`config.mk`:
```
export PLATFORM = sky130hd
export DESIGN_NAME = video_text_writer
export DESIGN_NICKNAME = d
export VERILOG_FILES = /design/src/rtl/video_text_writer_pkg.sv /design/src/rtl/video_text_writer_frame_timer.sv /design/src/rtl/video_text_writer.sv
export SDC_FILE = /design/constraint.sdc
export NUM_CORES = 1
export LEC_CHECK = 0
export ABC_AREA = 1
export ABC_CLOCK_PERIOD_IN_PS = 1950
export BUFFER_PORTS_ARGS = -buffer_cell sky130_fd_sc_hd__buf_2
export CAP_MARGIN = 40
export CORE_MARGIN = 5
export CORE_UTILIZATION = 44
export DETAILED_ROUTE_END_ITERATION = 10
export GPL_TIMING_DRIVEN = 1
export HOLD_SLACK_MARGIN = 0.08
export SLEW_MARGIN = 10
export SYNTH_ARGS = -nofsm -noshare
export SYNTH_HDL_FRONTEND = slang
export SYNTH_HIERARCHICAL = 1
export SYNTH_SLANG_ARGS = --single-unit
```
`constraint.sdc`:
```
create_clock -name clk -period 1.95 [get_ports clk]
set_clock_uncertainty 0.15 [all_clocks]
set_input_delay 0.2925 -clock clk [delete_from_list [all_inputs] [get_ports clk]]
set_output_delay 0.2925 -clock clk [all_outputs]
set_load 0.1 [all_outputs]
```
`src/rtl/video_text_writer_pkg.sv`:
```
// Shared display-memory types for the text-mode test blocks: address/data/colour
// fields, pass modes and the colour-collision helper.
package video_text_writer_pkg;

  localparam int ADDR_W  = 16;
  localparam int DATA_W  = 16;
  localparam int COLOR_W = 4;

  typedef logic [ADDR_W-1:0]  disp_addr_t;
  typedef logic [DATA_W-1:0]  disp_data_t;
  typedef logic [COLOR_W-1:0] color_t;

  typedef enum logic [1:0] {
    MODE_MSG   = 2'd0,
    MODE_RAMP  = 2'd1,
    MODE_CLEAR = 2'd2
  } wr_mode_t;

  localparam logic [7:0] CHAR_SPACE = 8'h20;

  // Keep the glyph visible when foreground and background collide.
  function automatic color_t fix_fore(input color_t fore, input color_t back);
    return (fore == back) ? color_t'(fore + 4'd5) : fore;
  endfunction

endpackage

```
`src/rtl/video_text_writer_frame_timer.sv`:
```
// End-of-frame divider: one-cycle tick on every DELAY_FRAMES-th eof_i pulse.
module video_frame_timer #(
  parameter int DELAY_FRAMES = 300
) (
  input  logic clk,
  input  logic rst_ni,
  input  logic eof_i,
  output logic tick_o
);

  localparam int CW = (DELAY_FRAMES > 1) ? $clog2(DELAY_FRAMES) : 1;
  localparam logic [CW-1:0] CNT_LAST = CW'(DELAY_FRAMES - 1);

  logic [CW-1:0] r_cnt;
  logic          r_tick;

  always_ff @(posedge clk or negedge rst_ni) begin
    if (!rst_ni) begin
      r_cnt  <= '0;
      r_tick <= 1'b0;
    end else begin
      r_tick <= 1'b0;
      if (eof_i) begin
        if (r_cnt == CNT_LAST) begin
          r_cnt  <= '0;
          r_tick <= 1'b1;
        end else begin
          r_cnt <= r_cnt + 1'b1;
        end
      end
    end
  end

  assign tick_o = r_tick;

endmodule

```
`src/rtl/video_text_writer.sv`:
```
// Text-mode test-pattern writer: prints a message, a char/colour ramp or a clear
// screen into display RAM through a valid/ready write port, once per trigger.
module video_text_writer
  import video_text_writer_pkg::*;
#(
  parameter int                     COLS         = 80,
  parameter int                     ROWS         = 30,
  parameter int                     DELAY_FRAMES = 300,
  parameter int                     MSG_LEN      = 20,
  parameter logic [MSG_LEN*8-1:0]   MSG          = "Hello Upduino VGA!  "
) (
  input  logic               clk,
  input  logic               rst_ni,
  input  logic               eof_i,
  input  logic               start_i,
  input  logic [1:0]         mode_i,
  input  logic               wr_ready_i,
  output logic               wr_en_o,
  output logic [ADDR_W-1:0]  wr_addr_o,
  output logic [DATA_W-1:0]  wr_data_o,
  output logic               busy_o
);

  localparam int IDX_W = (MSG_LEN > 1) ? $clog2(MSG_LEN) : 1;
  localparam logic [IDX_W-1:0] IDX_LAST = IDX_W'(MSG_LEN - 1);
  localparam disp_addr_t SCR_LAST = disp_addr_t'(COLS * ROWS - 1);

  typedef enum logic [1:0] {S_IDLE, S_PRINT, S_FILL, S_NEXT} state_t;

  state_t           r_state, w_state_nxt;
  wr_mode_t         r_mode;
  disp_addr_t       r_cursor;
  disp_addr_t       r_faddr;
  logic [IDX_W-1:0] r_idx;
  color_t           r_fcolor;
  color_t           r_bcolor;

  logic       w_tick;
  logic       w_trig;
  logic       w_acc;
  logic [7:0] w_msg_char;
  color_t     w_fore;

  video_frame_timer #(
    .DELAY_FRAMES(DELAY_FRAMES)
  ) u_frame_timer (
    .clk   (clk),
    .rst_ni(rst_ni),
    .eof_i (eof_i),
    .tick_o(w_tick)
  );

  assign w_trig = w_tick | start_i;
  assign w_acc  = wr_en_o & wr_ready_i;
  assign busy_o = (r_state != S_IDLE);

  always_ff @(posedge clk or negedge rst_ni) begin
    if (!rst_ni) r_state <= S_IDLE;
    else         r_state <= w_state_nxt;
  end

  always_comb begin
    w_state_nxt = r_state;
    case (r_state)
      S_IDLE:  if (w_trig) w_state_nxt = (mode_i == 2'd1 || mode_i == 2'd2) ? S_FILL : S_PRINT;
      S_PRINT: if (w_acc && r_idx == IDX_LAST) w_state_nxt = S_NEXT;
      S_FILL:  if (w_acc && r_faddr == SCR_LAST) w_state_nxt = S_NEXT;
      S_NEXT:  w_state_nxt = S_IDLE;
      default: w_state_nxt = S_IDLE;
    endcase
  end

  always_ff @(posedge clk or negedge rst_ni) begin
    if (!rst_ni) begin
      r_mode   <= MODE_MSG;
      r_cursor <= '0;
      r_faddr  <= '0;
      r_idx    <= '0;
      r_fcolor <= 4'd1;
      r_bcolor <= '0;
    end else begin
      case (r_state)
        S_IDLE: begin
          if (w_trig) begin
            r_idx   <= '0;
            r_faddr <= '0;
            case (mode_i)
              2'd1:    r_mode <= MODE_RAMP;
              2'd2:    r_mode <= MODE_CLEAR;
              default: r_mode <= MODE_MSG;
            endcase
          end
        end
        S_PRINT: begin
          if (w_acc) begin
            r_cursor <= (r_cursor == SCR_LAST) ? '0 : r_cursor + 1'b1;
            r_fcolor <= r_fcolor + 1'b1;
            r_idx    <= r_idx + 1'b1;
          end
        end
        S_FILL: begin
          if (w_acc) begin
            r_faddr <= r_faddr + 1'b1;
            if (r_faddr == SCR_LAST && r_mode == MODE_CLEAR) r_cursor <= '0;
          end
        end
        S_NEXT: begin
          r_bcolor <= r_bcolor + 1'b1;
          r_fcolor <= r_bcolor + 4'd3;
        end
        default: ;
      endcase
    end
  end

  // Outputs come straight from registered state, so they hold during a stall.
  always_comb begin
    w_msg_char = 8'h00;
    for (int k = 0; k < MSG_LEN; k++) begin
      if (r_idx == IDX_W'(k)) w_msg_char = MSG[(MSG_LEN-1-k)*8 +: 8];
    end
  end

  always_comb begin
    wr_en_o   = 1'b0;
    wr_addr_o = '0;
    wr_data_o = '0;
    w_fore    = r_fcolor;
    case (r_state)
      S_PRINT: begin
        wr_en_o   = 1'b1;
        wr_addr_o = r_cursor;
        wr_data_o = {r_bcolor, fix_fore(r_fcolor, r_bcolor), w_msg_char};
      end
      S_FILL: begin
        wr_en_o   = 1'b1;
        wr_addr_o = r_faddr;
        if (r_mode == MODE_RAMP) begin
          w_fore    = r_faddr[11:8];
          wr_data_o = {r_bcolor, fix_fore(w_fore, r_bcolor), r_faddr[7:0]};
        end else begin
          wr_data_o = {r_bcolor, fix_fore(r_fcolor, r_bcolor), CHAR_SPACE};
        end
      end
      default: ;
    endcase
  end

endmodule

```
# After elaboration in Yosys (flattened, before gate mapping)
# Cells that the tools add are included.
# word_totals
reg_bits	59
# op_classes
addsub	9
reduce_logical	18
mux	48
n_eq_ne	37
bitwise	2
# ops
operator	count
$mux W8	19
$pmux W16 S2	4
$mux W16	6
$eq A5 B4 Y1 const B	8
$add A16 B1 Y16 const B	2
$eq A16 B12 Y1 const B	2
$eq A5 B3 Y1 const B	4
$eq A5 B5 Y1 const B	4
$mux W12	1
$mux W4	3
$ne A2 B2 Y1 const B	6
$eq A5 B2 Y1 const B	2
$mux W5	2
$pmux W5 S2	1
$reduce_bool A2 Y1	5
$add A9 B1 Y9 const B	1
$eq A9 B9 Y1 const B	1
$mux W9	1
$reduce_and A3 Y1	3
$add A4 B1 Y4 const B	2
$add A4 B3 Y4 const B	2
$eq A2 B2 Y1 const B	4
$eq A4 B4 Y1	2
$mux W2	4
18 further kinds	25

# Depth between registers and ports, before layout
# depth
ltp_word	22
depth_mapped	16
ltp_nobuf	16

# Hierarchy
# The synthesis kept the hierarchy.
# by_module_without_submodules
module	area_each_um2	instances	cells_per_inst	seq_area_each_um2
video_text_writer	3988.8	1	596	1227.4
video_frame_timer	550.5	1	70	250.2

# Worst setup path after synthesis
# No wires, ideal clock.
# synth_timing
path_type	register to output
start	register r_state[0]
end	output wr_data_o[1]
path_stages_with_launch	7
path_slack_ns	-2.474
t_arrival_ns	3.982
cell_sequence	dfrtp_1 -> inv_1 -> ha_1 -> inv_1 -> nor2_1 -> inv_1 -> o21ai_0
# synth_via
elab_chain_len	2
elab_cells_between_ends	3
classes_between	eq/ne: 2; mux: 1
# synth_rtl
item	line	text
from (decl)	video_text_writer.sv:30	state_t r_state, w_state_nxt;
from (signal assigned)	video_text_writer.sv:59	else r_state <= w_state_nxt;
$eq A2 B2 Y1 or $eq A2 B1 Y1 (tied branches)	video_text_writer.sv:129	case (r_state)
$pmux W16 S2 *	video_text_writer.sv:129	
to (decl)	video_text_writer.sv:20	output logic [DATA_W-1:0] wr_data_o,
# Every way passes the cells marked *; elsewhere a longest branch is shown, timed or not.

# Final worst setup path
# layout_timing
start	register r_idx[1]
end	output wr_data_o[5]
# layout_via
elab_chain_len	21
elab_cells_between_ends	39
classes_between	eq/ne: 19; mux: 20
# layout_rtl
item	line	text
from (decl)	video_text_writer.sv:34	logic [IDX_W-1:0] r_idx;
from (signal assigned)	video_text_writer.sv:98	r_idx <= r_idx + 1'b1;
$eq A5 B1 Y1	video_text_writer.sv:120	if (r_idx == IDX_W'(k)) w_msg_char = MSG[(MSG_LEN-1-k)*8 +: 8];
$mux W8 (18 in a row)	video_text_writer.sv:120	
$mux W8 *	video_text_writer.sv:120	
$pmux W16 S2 *	video_text_writer.sv:129	
# Marks and branches as above.

==> impl_metrics.py <==
metrics = {
    "outcome": {
        "status": "finished, violations left",
        "violations": "negative setup slack",
    },
    "grt": {
        "grt_pass1_vias": 5178,
        "antenna_found_initial": 0,
        "grt_max_degree": 47,
        "gr-usage-all-layers_pct": 23.3,
        "grt_overflow": 0,
        "grt_pass1_wl_um": 24200,
    },
    "setup_path": {
        "worstSetupStartpointType": "register",
        "path_class": "reg2out",
        "worst-path-max-fanout": 3,
        "end_kind": "primary output",
        "cp.arrival_ns": 2.23,
        "crit_required_ns": 1.51,
    },
    "yosys": {
        "netlist.area_leader.share_pct": 32.0,
        "ys.flop_type": "dfrtp_1",
        "yosysSeqAreaShare_pct": 32.6,
        "synth.net_count": 693,
        "synth_top_cell_by_area": "dfrtp_1",
        "postSynthAreaPerCell_um2": 6.82,
        "synth-seq-cells": 59,
        "syn_area_um2": 4540,
        "synthCells": 666,
        "yosys_warnings": 6,
        "synth-edff-count": 0,
        "async_flop_share_pct": 100,
        "synthTopCellsByArea": "dfrtp_1, nand2_1, inv_1",
        "ys_types": 46,
    },
    "cts": {
        "clock_latency_ns": 0.35,
        "htreeDepth": 3,
        "cts_buffers": 9,
        "clock-sinks": 59,
        "clock_path_buffers": 2,
        "cts_root_buf": "clkbuf_8",
        "cts_tree": "built",
        "clkTransAtPathRegs_ns": 0.07,
    },
    "routing": {
        "dr.pass1.iters": 5,
        "wire_per_inst_um": 16.1,
        "vias_per_cell": 5.29,
        "num_vias": 5267,
        "drcViolationCount": 0,
        "postRouteWirelength_um": 16100,
        "first_iter_violations": 390,
        "antenna_left": 0,
    },
    "timing": {
        "fin_crit_ns": 2.68,
        "rsz0062_at_grt": "yes",
        "fin_setup_tns_ns": -22.91,
        "report.final.setup_viol": 77,
        "worst_slack_ns": -0.726,
        "fmaxAchievable_mhz": 374,
        "finalHoldViolCount": 0,
        "period_share_pct": 137,
        "holdWs_ns": 0.0944,
        "relSlewSlack_pct": 71.3,
        "worst_pin_slew_ns": 0.430,
        "drv_slew": 0,
    },
    "floorplan": {
        "die_width_um": 112,
        "io-pin-count": 41,
        "core-area_um2": 10200,
        "start_util_pct": 44.6,
        "rows": 37,
        "dieArea_um2": 12400,
        "die-height_um": 112,
    },
    "power": {
        "power.total_mw": 4.80,
        "pwr_density_cell_nw_per_um2": 601,
        "leakage_nw": 3.77,
        "irDropWorstVdd_mv": 0.818,
    },
    "run": {
        "drv_cap": 0,
    },
    "layout": {
        "final_core_util_pct": 78.4,
        "layout_common_cells": "nand2_1, buf_4, inv_1, dfrtp_1, nor2_1",
        "layout_commonest_cell": "nand2_1",
        "drive_above_1_share_pct": 49.9,
        "antenna_cells": 0,
        "syn_to_final_growth_pct": 75.9,
        "nets": 884,
    },
    "worst_hold_path": {
        "hp-class": "in2reg",
    },
    "placed_design": {
        "place_congestion": 0.909,
        "dp_hpwl_um": 10400,
        "io_buffers": 40,
    },
}
## cell type report
cell class              count  area [um^2]
clock buffers              11          151
clock inverters             3         15.0
fillers                   673         2200
inverters                  98          404
multi-input cells         494         3650
flip-flops and latches     59         1480
well taps                 136          170
repair buffers            195         2110
## timing repair
action	CTS	global route
pin swaps	30	49
hold buffers	1	0
gates resized for setup	79	124
endpoints found under the hold margin	59	0
setup endpoints to repair	55	74
buffers inserted	19	30
## through the flow
stage / area [um^2] / setup slack (ns) / cells
3_5_place_dp: 6680 / -0.342 / 936
5_1_grt: 7980 / -0.893 / 996
6_report: 7980 / -0.726 / 996
4_1_cts: 7310 / -0.643 / 970
3_3_place_gp: 6680 / -0.281 / 936
2_1_floorplan: 5080 / -0.350 / 666
## worst max-delay path, stage by stage (launching register included)
cell and delay (ns):
dfrtp_2 0.46, ha_2 0.24, inv_2 0.09, nor2_1 0.05, ha_2 0.19, nor2_2 0.10, inv_1 0.06, nor2_2 0.13
nand2_1 0.07, nand2_1 0.07, nand2_2 0.06, a21oi_4 0.16, buf_12 0.19
## flip-flops by register name, summed over array words and instances (netlist names)
register              flops
u_frame_timer/r_cnt       9
u_frame_timer/tick_o      1
r_fcolor                  4
r_mode                    2
r_state                   2
r_bcolor                  4
r_cursor                 16
r_idx                     5
r_faddr                  16
## synthesized netlist by cell type, types with 4 or more instances
cell and count:
dfrtp_1 58, xor2_1 20, nand4_1 16, nand2_2 6, nand2_1 164, inv_2 9, nand3_1 36, ha_1 20
nor3_1 16, o21ai_0 41, inv_1 88, clkbuf_1 9, o211ai_1 4, a21oi_1 50, nor3_2 4, o21a_1 4
nor2_2 5, nor2_1 69
## kinds of logic after synthesis
kind of cell,share of synthesized area (%)
adder cells (fa/ha/maj),5.51
buffers and inverters,9.73
AND/OR/NAND/NOR,34.1
XOR/XNOR,4.44
flip-flops,32.6
AO/OA/AOI/OAI,13.7
## final timing paths
check,startpoint,to,slack (ns),cells after the start
max,r_idx[1],wr_data_o[5],-0.73,12
min,eof_i,u_frame_timer/r_cnt[1],0.09,3
max reg2reg,r_state[1],r_faddr[13],-0.37,16
min reg2reg,r_mode[1],r_mode[1],0.37,2
max in group asynchronous,rst_ni,r_bcolor[2],0.79,3
min in group asynchronous,rst_ni,r_fcolor[3],0.24,2
## metal layers
| metal | global-route usage (%) | wire length [um] | vias up |
|---|---|---|---|
| li1 | - | - | 2549 |
| met1 | 29.1 | 6760 | 2547 |
| met2 | 40.8 | 8410 | 130 |
| met3 | 3.32 | 489 | 41 |
| met4 | 9.08 | 426 | 0 |
| met5 | 0 | 0 | - |
## where the power goes
part	total, mW	internal, mW	leakage [nW]	switching (mW)
clock network	1.03	0.510	0.0908	0.519
registers	1.58	1.38	0.689	0.192
logic	2.19	0.817	2.99	1.37
Power figures use the tool's default switching activity.
